## src/rtl/mainfsm_pkg.sv

```systemverilog
// rtl/mainfsm_pkg.sv - opcodes, select encodings, state encoding and control word for mainfsm
package mainfsm_pkg;

  localparam logic [6:0] OP_LW    = 7'b0000011;
  localparam logic [6:0] OP_SW    = 7'b0100011;
  localparam logic [6:0] OP_RTYPE = 7'b0110011;
  localparam logic [6:0] OP_ITYPE = 7'b0010011;
  localparam logic [6:0] OP_BEQ   = 7'b1100011;
  localparam logic [6:0] OP_JAL   = 7'b1101111;

  localparam logic [1:0] SRCA_PC    = 2'b00;
  localparam logic [1:0] SRCA_OLDPC = 2'b01;
  localparam logic [1:0] SRCA_RD1   = 2'b10;

  localparam logic [1:0] SRCB_RD2  = 2'b00;
  localparam logic [1:0] SRCB_IMM  = 2'b01;
  localparam logic [1:0] SRCB_FOUR = 2'b10;

  localparam logic [1:0] RES_ALUOUT    = 2'b00;
  localparam logic [1:0] RES_DATA      = 2'b01;
  localparam logic [1:0] RES_ALURESULT = 2'b10;

  localparam logic [1:0] ALUOP_ADD   = 2'b00;
  localparam logic [1:0] ALUOP_SUB   = 2'b01;
  localparam logic [1:0] ALUOP_FUNCT = 2'b10;

  typedef enum logic [3:0] {
    S_FETCH    = 4'd0,
    S_DECODE   = 4'd1,
    S_MEMADR   = 4'd2,
    S_MEMREAD  = 4'd3,
    S_MEMWB    = 4'd4,
    S_MEMWRITE = 4'd5,
    S_EXECUTER = 4'd6,
    S_EXECUTEI = 4'd7,
    S_ALUWB    = 4'd8,
    S_BEQ      = 4'd9,
    S_JAL      = 4'd10,
    S_ILLEGAL  = 4'd11
  } state_t;

  typedef struct packed {
    logic       mem_req;
    logic       adr_src;
    logic       pc_update;
    logic       branch;
    logic       reg_write;
    logic       mem_write;
    logic [1:0] alu_src_a;
    logic [1:0] alu_src_b;
    logic [1:0] result_src;
    logic [1:0] alu_op;
    logic       instr_done;
    logic       illegal;
  } ctrl_t;

endpackage

```

## src/rtl/mainfsm_outdec.sv

```systemverilog
// rtl/mainfsm_outdec.sv - pure combinational state to Moore control word decoder
module mainfsm_outdec
  import mainfsm_pkg::*;
(
  input  state_t state_i,
  output ctrl_t  ctrl_o
);

  always_comb begin
    ctrl_o = '0;
    case (state_i)
      S_FETCH: begin
        // IRWrite/PCUpdate here depend on MemReady and are added by the FSM block
        ctrl_o.mem_req    = 1'b1;
        ctrl_o.alu_src_a  = SRCA_PC;
        ctrl_o.alu_src_b  = SRCB_FOUR;
        ctrl_o.alu_op     = ALUOP_ADD;
        ctrl_o.result_src = RES_ALURESULT;
      end
      S_DECODE: begin
        ctrl_o.alu_src_a = SRCA_OLDPC;
        ctrl_o.alu_src_b = SRCB_IMM;
        ctrl_o.alu_op    = ALUOP_ADD;
      end
      S_MEMADR: begin
        ctrl_o.alu_src_a = SRCA_RD1;
        ctrl_o.alu_src_b = SRCB_IMM;
        ctrl_o.alu_op    = ALUOP_ADD;
      end
      S_MEMREAD: begin
        ctrl_o.mem_req    = 1'b1;
        ctrl_o.adr_src    = 1'b1;
        ctrl_o.result_src = RES_ALUOUT;
      end
      S_MEMWRITE: begin
        ctrl_o.mem_req    = 1'b1;
        ctrl_o.adr_src    = 1'b1;
        ctrl_o.mem_write  = 1'b1;
        ctrl_o.result_src = RES_ALUOUT;
      end
      S_MEMWB: begin
        ctrl_o.result_src = RES_DATA;
        ctrl_o.reg_write  = 1'b1;
        ctrl_o.instr_done = 1'b1;
      end
      S_EXECUTER: begin
        ctrl_o.alu_src_a = SRCA_RD1;
        ctrl_o.alu_src_b = SRCB_RD2;
        ctrl_o.alu_op    = ALUOP_FUNCT;
      end
      S_EXECUTEI: begin
        ctrl_o.alu_src_a = SRCA_RD1;
        ctrl_o.alu_src_b = SRCB_IMM;
        ctrl_o.alu_op    = ALUOP_FUNCT;
      end
      S_ALUWB: begin
        ctrl_o.result_src = RES_ALUOUT;
        ctrl_o.reg_write  = 1'b1;
        ctrl_o.instr_done = 1'b1;
      end
      S_BEQ: begin
        ctrl_o.alu_src_a  = SRCA_RD1;
        ctrl_o.alu_src_b  = SRCB_RD2;
        ctrl_o.alu_op     = ALUOP_SUB;
        ctrl_o.result_src = RES_ALUOUT;
        ctrl_o.branch     = 1'b1;
        ctrl_o.instr_done = 1'b1;
      end
      S_JAL: begin
        ctrl_o.alu_src_a  = SRCA_OLDPC;
        ctrl_o.alu_src_b  = SRCB_FOUR;
        ctrl_o.alu_op     = ALUOP_ADD;
        ctrl_o.result_src = RES_ALUOUT;
        ctrl_o.pc_update  = 1'b1;
      end
      S_ILLEGAL: begin
        ctrl_o.illegal    = 1'b1;
        ctrl_o.instr_done = 1'b1;
      end
      default: ctrl_o = '0;
    endcase
  end

endmodule

```

## src/rtl/mainfsm.sv

```systemverilog
// rtl/mainfsm.sv - multicycle RISC-V main controller: state register, next state, output gating
module mainfsm
  import mainfsm_pkg::*;
(
  input  logic       clk,
  input  logic       reset,
  input  logic [6:0] op,
  input  logic       MemReady,
  output logic       MemReq,
  output logic       AdrSrc,
  output logic       IRWrite,
  output logic       PCUpdate,
  output logic       Branch,
  output logic       RegWrite,
  output logic       MemWrite,
  output logic [1:0] ALUSrcA,
  output logic [1:0] ALUSrcB,
  output logic [1:0] ResultSrc,
  output logic [1:0] ALUOp,
  output logic       InstrDone,
  output logic       Illegal
);

  state_t state_q, state_d;
  ctrl_t  ctrl;
  logic   fetch_done;

  always_ff @(posedge clk or posedge reset) begin
    if (reset) state_q <= S_FETCH;
    else       state_q <= state_d;
  end

  always_comb begin
    state_d = state_q;
    case (state_q)
      S_FETCH:    if (MemReady) state_d = S_DECODE;
      S_DECODE: begin
        case (op)
          OP_LW, OP_SW: state_d = S_MEMADR;
          OP_RTYPE:     state_d = S_EXECUTER;
          OP_ITYPE:     state_d = S_EXECUTEI;
          OP_BEQ:       state_d = S_BEQ;
          OP_JAL:       state_d = S_JAL;
          default:      state_d = S_ILLEGAL;
        endcase
      end
      S_MEMADR:   state_d = (op == OP_LW) ? S_MEMREAD : S_MEMWRITE;
      S_MEMREAD:  if (MemReady) state_d = S_MEMWB;
      S_MEMWRITE: if (MemReady) state_d = S_FETCH;
      S_EXECUTER, S_EXECUTEI, S_JAL: state_d = S_ALUWB;
      S_MEMWB, S_ALUWB, S_BEQ, S_ILLEGAL: state_d = S_FETCH;
      default:    state_d = S_FETCH;
    endcase
  end

  mainfsm_outdec u_outdec (
    .state_i (state_q),
    .ctrl_o  (ctrl)
  );

  assign fetch_done = (state_q == S_FETCH) && MemReady;

  // reset gates requests and write enables; the selects already show FETCH values
  assign MemReq    = ctrl.mem_req & ~reset;
  assign AdrSrc    = ctrl.adr_src;
  assign IRWrite   = fetch_done & ~reset;
  assign PCUpdate  = (ctrl.pc_update | fetch_done) & ~reset;
  assign Branch    = ctrl.branch & ~reset;
  assign RegWrite  = ctrl.reg_write & ~reset;
  assign MemWrite  = ctrl.mem_write & ~reset;
  assign ALUSrcA   = ctrl.alu_src_a;
  assign ALUSrcB   = ctrl.alu_src_b;
  assign ResultSrc = ctrl.result_src;
  assign ALUOp     = ctrl.alu_op;
  assign InstrDone = (ctrl.instr_done | ((state_q == S_MEMWRITE) && MemReady)) & ~reset;
  assign Illegal   = ctrl.illegal & ~reset;

endmodule

```

## config.mk

```make
export PLATFORM = sky130hd
export DESIGN_NAME = mainfsm
export DESIGN_NICKNAME = d
export VERILOG_FILES = /design/src/rtl/mainfsm_pkg.sv /design/src/rtl/mainfsm_outdec.sv /design/src/rtl/mainfsm.sv
export SDC_FILE = /design/constraint.sdc
export NUM_CORES = 1
export LEC_CHECK = 0
export BUFFER_PORTS_ARGS = -buffer_cell sky130_fd_sc_hd__buf_2
export CORE_AREA = 3 3 40 42
export DETAILED_ROUTE_END_ITERATION = 6
export DIE_AREA = 0 0 43 45
export GPL_TIMING_DRIVEN = 0
export PLACE_DENSITY_LB_ADDON = 0.2
export SKIP_LAST_GASP = 1
export SLEW_MARGIN = 15
export SYNTH_ARGS = -nofsm -noshare
export SYNTH_HDL_FRONTEND = slang
export SYNTH_SLANG_ARGS = --single-unit
```

## constraint.sdc

```tcl
create_clock -name clk -period 4 [get_ports clk]
set_clock_uncertainty 0.1 [all_clocks]
set_input_delay 0.8 -clock clk [delete_from_list [all_inputs] [get_ports clk]]
set_output_delay 0.8 -clock clk [all_outputs]
set_load 0.02 [all_outputs]
```

Yosys cells after proc, flatten, opt, wreduce, memory -nomap -nowiden
Cells that the tools add are included.
- register bits after elaboration: 4
- latch bits: 0
- memory bits (writable): 0
- ROM bits: 0
- input port bits: 10
- output and inout bits: 17
- word-level logic and storage cells: 62
- memories: 0
- add/sub/neg operators: 0
- multiply operators: 0
- divide/modulo/power cells: 0
- $lt $le $gt $ge: 0
- eq/ne operators: 20
- shifts and indexed selects: 0
- muxes and demuxes: 17
- bitwise operators: 11
- reduce and logical (&&, ||, !) cells: 13
- operators with widths (operator ; count):
    $pmux 4 s5 ; 2
    $pmux 4 s6 ; 1
    $eq 4x3->1 const B ; 4
    $eq 4x4->1 const B ; 4
    $eq 7x6->1 const B ; 2
    $eq 7x7->1 const B ; 2
    $mux 4 ; 3
    $reduce_or 2->1 ; 6
    $and 1x1->1 ; 8
    $eq 4x2->1 const B ; 2
    $mux 1 ; 8
    $pmux 2 s2 ; 2
    $eq 7x2->1 const B ; 1
    $eq 7x5->1 const B ; 1
    $ne 2x2->1 const B ; 3
    $reduce_or 3->1 ; 2
    $eq 4x1->1 const B ; 1
    $logic_not 4->1 ; 1
    $reduce_or 4->1 ; 1
    $mux 3 ; 1
    $reduce_and 3->1 ; 1
    $logic_and 1x1->1 ; 2
    $or 1x1->1 ; 2
    $not 1->1 ; 1

Logic depth before layout (Yosys ltp)
Gate-level depths: netlist (run 1).
- word-level depth: 5
- mapped depth: 5

By module
Synthesis (run 1) repeated with hierarchy kept, for this count alone.
- cells, all modules: 89
- area total of the unflattened synthesis: 666.9 um2
- by module, submodules not included (module ; times used ; cells an instance ; area each (um2) ; seq. area each (um2)):
    mainfsm ; 1 ; 52 ; 405.4 ; 100.1
    mainfsm_outdec ; 1 ; 37 ; 261.5 ; 0.0

Worst setup path before layout (run 1)
No wires, ideal clock.
- path kind: input port to output port
- start: input port reset
- end: output port PCUpdate
- arrival time: 2.002 ns
- slack: 1.098 ns
- stages on the path: 2
- path buffers: 1
- cell sequence: clkbuf_1 > a2111oi_0
- longest elaborated chain between the ends: 2
- RTL lines (what ; line ; text):
    from (decl) ; mainfsm.sv:6 ; input logic reset,
    $not 1->1 ; mainfsm.sv:67 ; assign PCUpdate = (ctrl.pc_update | fetch_done) & ~reset;
    $and 1x1->1 ; mainfsm.sv:67 ;
    to (decl) ; mainfsm.sv:12 ; output logic PCUpdate,
No other way between the ends.

Worst setup path after layout (run 1)
- start: input port MemReady
- end: output port InstrDone
- longest elaborated chain between the ends: 3
- RTL lines (what ; line ; text):
    from (decl) ; mainfsm.sv:8 ; input logic MemReady,
    $logic_and 1x1->1 ; mainfsm.sv:75 ; assign InstrDone = (ctrl.instr_done | ((state_q == S_MEMWRITE) && MemReady)) & ~reset;
    $or 1x1->1 ; mainfsm.sv:75 ;
    $and 1x1->1 ; mainfsm.sv:75 ;
    to (decl) ; mainfsm.sv:20 ; output logic InstrDone,
No other way between the ends.

==> impl_metrics.py, run 1 <==
metrics = {
    "final_layout": {
        "regMostFlops": "state_q",
        "fillerInstances": 134,
        "reg.largest.list": "state_q (4)",
        "antenna_cells": 0,
        "nets": 122,
        "drive_gt1_share_pct": 33.64,
        "area_delta_synth_final_pct": 28.30,
        "largest_register_ffs": 4,
    },
    "detailed_routing": {
        "wirelength_met1_um": 682,
        "wl_met2_um": 705,
        "first_pass_iters": 4,
        "met3_length_um": 155,
        "avgViaCountPerCell": 5.784,
        "remaining_drc_errors": 0,
        "wl_um": 1567,
        "wl_per_cell_um": 12.54,
        "ant_nets": 0,
        "vias": 723,
        "drt_iter0_drc": 14,
        "highest_layer": "met4",
    },
    "logic_synthesis": {
        "yosys_warnings": 0,
        "synth_area_um2": 588.1,
        "ys_types": 36,
        "ys_seq_elements": 4,
        "yosysMostFrequentCell": "nand2_1",
        "synth.area.top_cells": "dfrtp_1, nand2_1, nor2_1",
        "synth_commonest_cells": "nand2_1, nor2_1, buf_2, nor3_1",
        "netlist_instances": 82,
        "synth_ff_type": "dfrtp_1",
        "avgSynthCellArea_um2": 7.172,
        "syn-num-nets": 92,
        "ys_seq_area_share_pct": 17.02,
        "synth_edf_count": 0,
        "yosysTopAreaCell": "dfrtp_1",
        "async_flop_share_pct": 100.0,
        "yosysTopAreaCellShare_pct": 17.02,
    },
    "die": {
        "num_rows": 13,
        "die_x_um": 43,
        "coreArea_um2": 1285,
        "die_area_um2": 1935,
        "die_h_um": 45,
        "io_pins": 27,
        "initial_utilization_pct": 45.76,
    },
    "worst_setup_path": {
        "worstPathRequired_ps": 3100,
        "arrival_ps": 1720,
        "r2r_end": "state_q[2]$_DFFE_PP0P_",
        "critPathSlowestCell": "a2111oi_0",
        "r2r-start": "state_q[3]$_DFFE_PP0P_",
        "reg2reg_depth": 5,
        "startpoint": "MemReady",
        "critPathLaunchType": "input pin",
        "critical_path.endpoint_type": "output pin",
        "worstPathMaxFanout": 8,
        "critPathKind": "in2out",
        "cp_cell_sequence": "buf_2 -> inv_1 -> a2111oi_0 -> a31oi_1 -> nor2_1 -> buf_2",
        "cpMostUsedCell": "buf_2",
        "max_stage_delay_ps": 380,
        "ff2ff_setup_slack_ps": 2310,
    },
    "timing": {
        "rsz0062_at_grt": "no",
        "period_share_pct": 65.42,
        "finalSetupViolCount": 0,
        "slew_headroom_pct": 71.36,
        "setup_slack_ps": 1383,
        "period_needed_ps": 2617,
        "hold_viol": 0,
        "worst_slew_pin_slew_ps": 429.6,
        "finalSetupTns_ps": 0,
        "maxClockFrequency_mhz": 382.2,
        "drv_slew": 0,
        "whs_ps": 483.2,
    },
    "placement": {
        "gp_congestion": 0.7921,
        "io_buffer_count": 25,
        "post-place-ws_ps": 1380,
        "hpwl_um": 1115,
    },
    "global_route": {
        "antenna_found_initial": 0,
        "grt_pass1_wl_um": 2408,
        "grt_pass1_vias": 571,
        "grt_usage_pct": 16.22,
        "grt_overflow": 0,
        "grt_start_max_net_pins": 11,
    },
    "cts": {
        "cts_buffers": 3,
        "cts_hold_buf": 0,
        "clk_path_buf_depth": 2,
        "htreeDepth": 1,
        "cts_sinks": 4,
        "insertion_delay_ps": 240,
        "cts_tree": "yes",
        "clk_pin_slew_worst_paths_ps": 40,
        "post-cts-setup-buffers": 0,
        "cts_resized": 0,
        "root_buffer": "clkbuf_4",
    },
    "flow_run": {
        "maxCapViolCount": 0,
    },
    "hold_path": {
        "min_path_type": "in2async",
    },
    "outcome": {
        "outcome": "completed",
    },
    "pwr": {
        "vdd_drop_max_v": 0.0003443,
        "p_leak_nw": 0.3719,
        "powerDensity_nw_per_um2": 733.0,
    },
}
## critical path: cells and delay by family
kind,cells,cell delay (ps)
buffers and inverters,3,360
AOI/OAI and AO/OA,2,450
and+or+nand+nor,1,100
## worst max path at each step
stage | slack, ps | end | depth (start not counted)
after CTS | 1380 | InstrDone | 6
after detailed placement | 1380 | InstrDone | 6
after global routing | 1310 | InstrDone | 6
final | 1380 | InstrDone | 6
after floorplan | 1100 | PCUpdate | 2
after global placement | 1400 | InstrDone | 6
## layout make-up
cell class	count	area, µm²	area share [%]
clock buffer	3	22.52	2.985
buffer	8	43.79	5.804
sequential	4	100.1	13.27
tap	15	18.77	2.488
inverter	4	15.01	1.990
timing repair buffer	25	125.1	16.58
multi-input combinational	66	429.2	56.88
## logic make-up after synthesis
logic type	Yosys count	synth area share, %
compound gates	18	22.13
xor+xnor	3	4.469
buf+inv	12	9.999
flops	4	17.02
mux	1	1.702
simple gates	44	44.68
## per-stage QoR
stage | instances | utilization [%] | power (W) | instance area [µm²]
after floorplan | 82 | - | 0.0003935 | 588.1
after global placement | 122 | 56.96 | 0.0004952 | 732.0
after detailed placement | 122 | 56.96 | 0.0004998 | 732.0
after CTS | 125 | 58.71 | 0.0005554 | 754.5
after global routing | 125 | 58.71 | 0.0005961 | 754.5
final | 125 | 58.71 | 0.0005530 | 754.5
## per-layer routing
layer,vias up,GRT usage (%)
li1,361,-
met1,320,20.98
met2,39,26.35
met3,3,0.7968
met4,0,10.84
met5,-,0
## power by group
part / internal [W] / switching (W) / leakage (nW)
combinational: 0.000166 / 0.000263 / 0.307
clock: 0.0000337 / 0.0000184 / 0.0138
sequential: 0.0000572 / 0.0000145 / 0.0511
## placed cells by master (no fill, tap or decap), types with 2 or more instances in the layout
master     Yosys  layout
clkbuf_1       2       2
nor4_1         3       3
a21oi_1        3       3
nor2_1         8       8
nor2b_1        4       4
dfrtp_1        4       4
inv_1          4       4
buf_2          5      30
nor3_1         5       5
o21ai_0        4       4
and3_1         2       2
a2111oi_0      2       2
nand2_1        9       9
xnor2_1        3       3
nand2b_1       2       2
nor3b_1        2       2
clkbuf_4       0       3
Power figures use the tool's default switching activity.
==> run 2: changes to the inputs <==
--- a/config.mk
+++ b/config.mk
@@ -6,9 +6,9 @@
 export NUM_CORES = 1
 export LEC_CHECK = 0
 export BUFFER_PORTS_ARGS = -buffer_cell sky130_fd_sc_hd__buf_2
-export CORE_AREA = 3 3 40 42
+export CORE_MARGIN = 3
+export CORE_UTILIZATION = 45
 export DETAILED_ROUTE_END_ITERATION = 6
-export DIE_AREA = 0 0 43 45
 export GPL_TIMING_DRIVEN = 0
 export PLACE_DENSITY_LB_ADDON = 0.2
 export SKIP_LAST_GASP = 1
==> constraint.sdc (replaced) <==
create_clock -name clk -period 2.65 [get_ports clk]
set_clock_uncertainty 0.1 [all_clocks]
set_input_delay 0.53 -clock clk [delete_from_list [all_inputs] [get_ports clk]]
set_output_delay 0.53 -clock clk [all_outputs]
set_load 0.02 [all_outputs]
==> run 2 against run 1 <==
  * Utilization increased by 5.6 points
  * Die area is 8.2% lower
  * Sequential power rose by 55%
  * Routed wire length fell by 0.57%
  * Cell area is 0.17% lower
  * Count of clock-buffer cells in the layout did not move
  * Setup slack lost 1100 ps
  * Critical path type is now reg2out
==> impl_metrics.py, run 2 (synthesis gave the netlist of run 1 again) <==
metrics = {
    "global_route": {
        "grt_pass1_vias": 631,
        "grt_pass1_wl_um": 2546,
        "grt_usage_pct": 17.66,
        "antenna_found_initial": 0,
        "grt_start_max_net_pins": 11,
        "grt_overflow": 0,
    },
    "cts": {
        "cts_sinks": 4,
        "cts_hold_buf": 0,
        "post-cts-setup-buffers": 0,
        "htreeDepth": 1,
        "cts_buffers": 3,
        "root_buffer": "clkbuf_4",
        "cts_tree": "yes",
        "cts_resized": 0,
        "insertion_delay_ps": 240,
        "clk_path_buf_depth": 2,
        "clk_pin_slew_worst_paths_ps": 40,
    },
    "worst_setup_path": {
        "ff2ff_setup_slack_ps": 970,
        "worstPathMaxFanout": 10,
        "critPathKind": "reg2out",
        "worstPathRequired_ps": 2020,
        "critical_path.endpoint_type": "output pin",
        "arrival_ps": 1690,
        "critPathLaunchType": "flip-flop",
    },
    "pwr": {
        "vdd_drop_max_v": 0.0005201,
        "powerDensity_nw_per_um2": 1113,
        "fin_total_pwr_w": 0.0008386,
        "p_leak_nw": 0.3719,
    },
    "die": {
        "io_pins": 27,
        "die_area_um2": 1777,
        "num_rows": 12,
        "coreArea_um2": 1171,
        "initial_utilization_pct": 50.21,
        "die_x_um": 42.15,
        "die_h_um": 42.15,
    },
    "timing": {
        "hold_viol": 0,
        "worst_slew_pin_slew_ps": 391.5,
        "finalSetupTns_ps": 0,
        "slew_headroom_pct": 73.22,
        "drv_slew": 0,
        "maxClockFrequency_mhz": 430.4,
        "period_share_pct": 87.67,
        "period_needed_ps": 2323,
        "rsz0062_at_grt": "no",
        "whs_ps": 201.5,
        "finalSetupViolCount": 0,
    },
    "final_layout": {
        "area_delta_synth_final_pct": 28.09,
        "fillerInstances": 105,
        "regMostFlops": "state_q",
        "final_common_cell": "buf_2",
        "final_cells": 124,
        "antenna_cells": 0,
        "largest_register_ffs": 4,
        "final_cell_mix": "buf_2, nand2_1, nor2_1, nor3_1",
        "reg.largest.list": "state_q (4)",
        "drive_gt1_share_pct": 33.64,
        "final_cell_area_um2": 753.2,
        "nets": 122,
    },
    "detailed_routing": {
        "first_pass_iters": 4,
        "avgViaCountPerCell": 5.847,
        "remaining_drc_errors": 0,
        "wl_um": 1558,
        "drt_iter0_drc": 15,
        "vias": 725,
        "wl_per_cell_um": 12.56,
        "ant_nets": 0,
    },
    "placement": {
        "io_buffer_count": 25,
        "hpwl_um": 1108,
        "placed_cells": 121,
        "dpl_cell_area_um2": 730.7,
        "gp_congestion": 0.8327,
    },
    "hold_path": {
        "min_path_type": "in2async",
    },
    "outcome": {
        "outcome": "completed",
    },
    "flow_run": {
        "maxCapViolCount": 0,
    },
}
## run 2: cell counts in the layout (fill, tap and decap cells not counted)
Identical to the previous run, type by type.
## run 2: worst max-delay path: stages, from the launching register on
cell and delay [ps]:
dfrtp_1 340, buf_2 160, buf_2 190, a2111oi_0 410, a31oi_1 90, nor2_1 100
buf_2 160
## run 2: per-layer routing
layer | vias up | GRT usage [%] | share of wire [%]
li1 | 356 | - | -
met1 | 329 | 23.08 | 45
met2 | 38 | 28.09 | 44
met3 | 2 | 2.575 | 9.1
met4 | 0 | 8.696 | 1.5
met5 | - | 0 | 0
## run 2: where the power goes
group          total [W]  internal (W)  leakage (nW)  switching [W]
Combinational   0.000651      0.000251         0.307       0.000400
Sequential      0.000111     0.0000863        0.0511      0.0000252
Clock          0.0000763     0.0000507        0.0138      0.0000256
Total           0.000839      0.000388         0.372       0.000451
## run 2: through the flow
stage / util [%] / setup slack [ps]
CTS: 64.32 / 310.1
floorplan: - / 160.6
detailed placement: 62.39 / 493.2
global route: 64.32 / 216.7
global placement: 62.39 / 584.9
finish: 64.32 / 326.8
## run 2: path summary, 6_finish.rpt
| kind | from | endpoint | cells after the start |
|---|---|---|---|
| worst max-delay path | state_q[0]$_DFFE_PP0P_ | InstrDone | 6 |
| worst min-delay path | reset | state_q[2]$_DFFE_PP0P_ | 2 |
| worst max register to register | state_q[0]$_DFFE_PP0P_ | state_q[2]$_DFFE_PP0P_ | 5 |
| worst min register to register | state_q[3]$_DFFE_PP0P_ | state_q[2]$_DFFE_PP0P_ | 4 |
| max in group asynchronous | reset | state_q[3]$_DFFE_PP0P_ | 2 |
| min in group clk | op[5] | state_q[1]$_DFFE_PP0P_ | 3 |
## run 2: cell type report
| type | instances | area [µm²] | area share [%] |
|---|---|---|---|
| buffer | 8 | 43.79 | 5.814 |
| clock buffer | 3 | 22.52 | 2.990 |
| tap | 14 | 17.52 | 2.326 |
| multi-input combinational | 66 | 429.2 | 56.98 |
| sequential | 4 | 100.1 | 13.29 |
| timing repair buffer | 25 | 125.1 | 16.61 |
| inverter | 4 | 15.01 | 1.993 |
==> run 3: changes to the inputs <==
--- a/config.mk
+++ b/config.mk
@@ -6,6 +6,7 @@
 export NUM_CORES = 1
 export LEC_CHECK = 0
 export BUFFER_PORTS_ARGS = -buffer_cell sky130_fd_sc_hd__buf_2
+export CAP_MARGIN = 0
 export CORE_MARGIN = 3
 export CORE_UTILIZATION = 45
 export DETAILED_ROUTE_END_ITERATION = 6
==> constraint.sdc (replaced) <==
create_clock -name clk -period 2.65 [get_ports clk]
set_clock_uncertainty 0.1 [all_clocks]
set_input_delay 0.1325 -clock clk [delete_from_list [all_inputs] [get_ports clk]]
set_output_delay 0.1325 -clock clk [all_outputs]
set_load 0.02 [all_outputs]
==> run 3 against run 2 <==
  * Combinational power about the same
  * Sequential cell count unchanged
  * Non-clock buffer count up 1
  * Routed wire length up 0.13%
  * Global-route usage up 0.088 points
  * Total power up 0.15%
  * Via count up 0.41%
  * Die area unchanged
  * Register-to-register slack about the same
  * Setup slack better by 400 ps
  * Final cell count up 0.81%
  * Critical path type unchanged
==> impl_metrics.py, run 3 (synthesis gave the netlist of run 1 again) <==
metrics = {
    "worst_setup_path": {
        "worstPathRequired_ps": 2420,
        "critPathKind": "reg2out",
        "critPathLaunchType": "flip-flop",
        "r2r-start": "state_q[0]$_DFFE_PP0P_",
        "arrival_ps": 1690,
        "reg2reg_depth": 5,
        "worstPathMaxFanout": 10,
        "ff2ff_setup_slack_ps": 970,
        "r2r_end": "state_q[2]$_DFFE_PP0P_",
        "critical_path.endpoint_type": "output pin",
    },
    "detailed_routing": {
        "drt_iter0_drc": 15,
        "first_pass_iters": 4,
        "vias": 728,
        "avgViaCountPerCell": 5.824,
        "wirelength_met1_um": 704,
        "remaining_drc_errors": 0,
        "met3_length_um": 142,
        "wl_met2_um": 689,
        "ant_nets": 0,
        "wl_per_cell_um": 12.48,
        "wl_um": 1560,
        "highest_layer": "met4",
    },
    "global_route": {
        "grt_pass1_vias": 634,
        "grt_pass1_wl_um": 2559,
        "grt_overflow": 0,
        "antenna_found_initial": 0,
        "grt_usage_pct": 17.75,
        "grt_start_max_net_pins": 11,
    },
    "final_layout": {
        "largest_register_ffs": 4,
        "drive_gt1_share_pct": 33.33,
        "regArea_um2": 100.1,
        "reg.largest.list": "state_q (4)",
        "final_common_cell": "buf_2",
        "regMostFlops": "state_q",
        "final_cells": 125,
        "area_delta_synth_final_pct": 29.79,
        "nets": 123,
        "fillerInstances": 104,
        "multi_input_area_um2": 429.2,
        "antenna_cells": 0,
        "final_cell_mix": "buf_2, nand2_1, nor2_1, nor3_1",
    },
    "timing": {
        "finalSetupTns_ps": 0,
        "rsz0062_at_grt": "no",
        "period_share_pct": 72.62,
        "finalSetupViolCount": 0,
        "maxClockFrequency_mhz": 519.6,
        "period_needed_ps": 1924,
        "whs_ps": 127.7,
        "hold_viol": 0,
        "drv_slew": 0,
        "worst_slew_pin_slew_ps": 391.5,
        "slew_headroom_pct": 73.22,
    },
    "hold_path": {
        "hold_end": "state_q[1]$_DFFE_PP0P_",
        "hp-start": "op[5]",
        "min_path_type": "in2reg",
        "min_path_cells": 3,
    },
    "cts": {
        "insertion_delay_ps": 240,
        "cts_tree": "yes",
        "root_buffer": "clkbuf_4",
        "cts_buffers": 3,
        "clk_path_buf_depth": 2,
        "cts_resized": 0,
        "clk_pin_slew_worst_paths_ps": 40,
        "htreeDepth": 1,
        "cts_sinks": 4,
    },
    "pwr": {
        "intPower_w": 0.0003888,
        "vdd_drop_max_v": 0.0005202,
        "powerDensity_nw_per_um2": 1100,
        "p_clk_share_pct": 9.1,
        "power_frac_seq_pct": 13.3,
        "switching_share_pct": 53.70,
        "p_leak_nw": 0.3761,
        "power_frac_comb_pct": 77.6,
        "switchingPower_w": 0.0004510,
    },
    "placement": {
        "io_buffer_count": 25,
        "gp_congestion": 0.8327,
        "hpwl_um": 1108,
        "placed_cells": 121,
    },
    "die": {
        "die_h_um": 42.15,
        "coreArea_um2": 1171,
        "num_rows": 12,
        "die_x_um": 42.15,
        "io_pins": 27,
        "die_area_um2": 1777,
        "initial_utilization_pct": 50.21,
    },
    "flow_run": {
        "maxCapViolCount": 0,
    },
    "outcome": {
        "outcome": "completed",
    },
}
run 3: cell count changes in the layout (fill, tap and decap cells not counted), sizes merged:
| cell | delta |
|---|---|
| dlygate4sd3 | +1 |
run 3: power by group through the flow:
| stage | logic (W) | registers, W | clock network [W] |
|---|---|---|---|
| floorplan | 0.000491 | 0.000103 | 0 |
| global route | 0.000716 | 0.000111 | 0.0000852 |
| finish | 0.000652 | 0.000111 | 0.0000763 |
| CTS | 0.000650 | 0.000109 | 0.0000780 |
| detailed placement | 0.000645 | 0.000109 | 0 |
| global placement | 0.000637 | 0.000109 | 0 |
run 3: layer usage:
metal / vias to the layer above / GRT usage (%)
li1: 358 / -
met3: 2 / 2.575
met2: 38 / 28.09
met1: 330 / 23.33
met5: - / 0
met4: 0 / 8.696
run 3: worst max-delay path by stage:
stage                      startpoint                     end  slack (ps)  depth (start not counted)
2_1_floorplan  state_q[3]$_DFFE_PP0P_                PCUpdate         560                          4
3_5_place_dp   state_q[0]$_DFFE_PP0P_               InstrDone         960                          6
5_1_grt        state_q[0]$_DFFE_PP0P_               InstrDone         610                          6
3_3_place_gp   state_q[3]$_DFFE_PP0P_  state_q[2]$_DFFE_PP0P_        1020                          5
4_1_cts        state_q[0]$_DFFE_PP0P_               InstrDone         710                          6
6_report       state_q[0]$_DFFE_PP0P_               InstrDone         730                          6
run 3: repair_timing:
| item | in CTS | in global routing |
|---|---|---|
| setup buffers | 0 | 0 |
| hold endpoints to repair | 4 | 0 |
| hold buffers | 1 | 0 |
run 3: layout make-up:
type	instances	share of cell area (%)
inverters	4	1.967
plain buffers	8	5.738
well taps	14	2.295
clock buffers	3	2.951
flip-flops and latches	4	13.11
multi-input cells	66	56.23
repair buffers	26	17.70
run 3: through the flow:
stage | instance area (µm²) | total power, W | worst slack (ps) | util [%]
2_1_floorplan | 588.1 | 0.0005939 | 558.1 | -
4_1_cts | 763.2 | 0.0008361 | 707.6 | 65.17
6_report | 763.2 | 0.0008399 | 725.5 | 65.17
3_5_place_dp | 730.7 | 0.0007539 | 964.8 | 62.39
3_3_place_gp | 730.7 | 0.0007452 | 1017 | 62.39
5_1_grt | 763.2 | 0.0009121 | 614.2 | 65.17
run 3: critical path, stage by stage, from the launching register on:
cell and delay (ps):
dfrtp_1 340, buf_2 160, buf_2 190, a2111oi_0 410, a31oi_1 90, nor2_1 100
buf_2 160
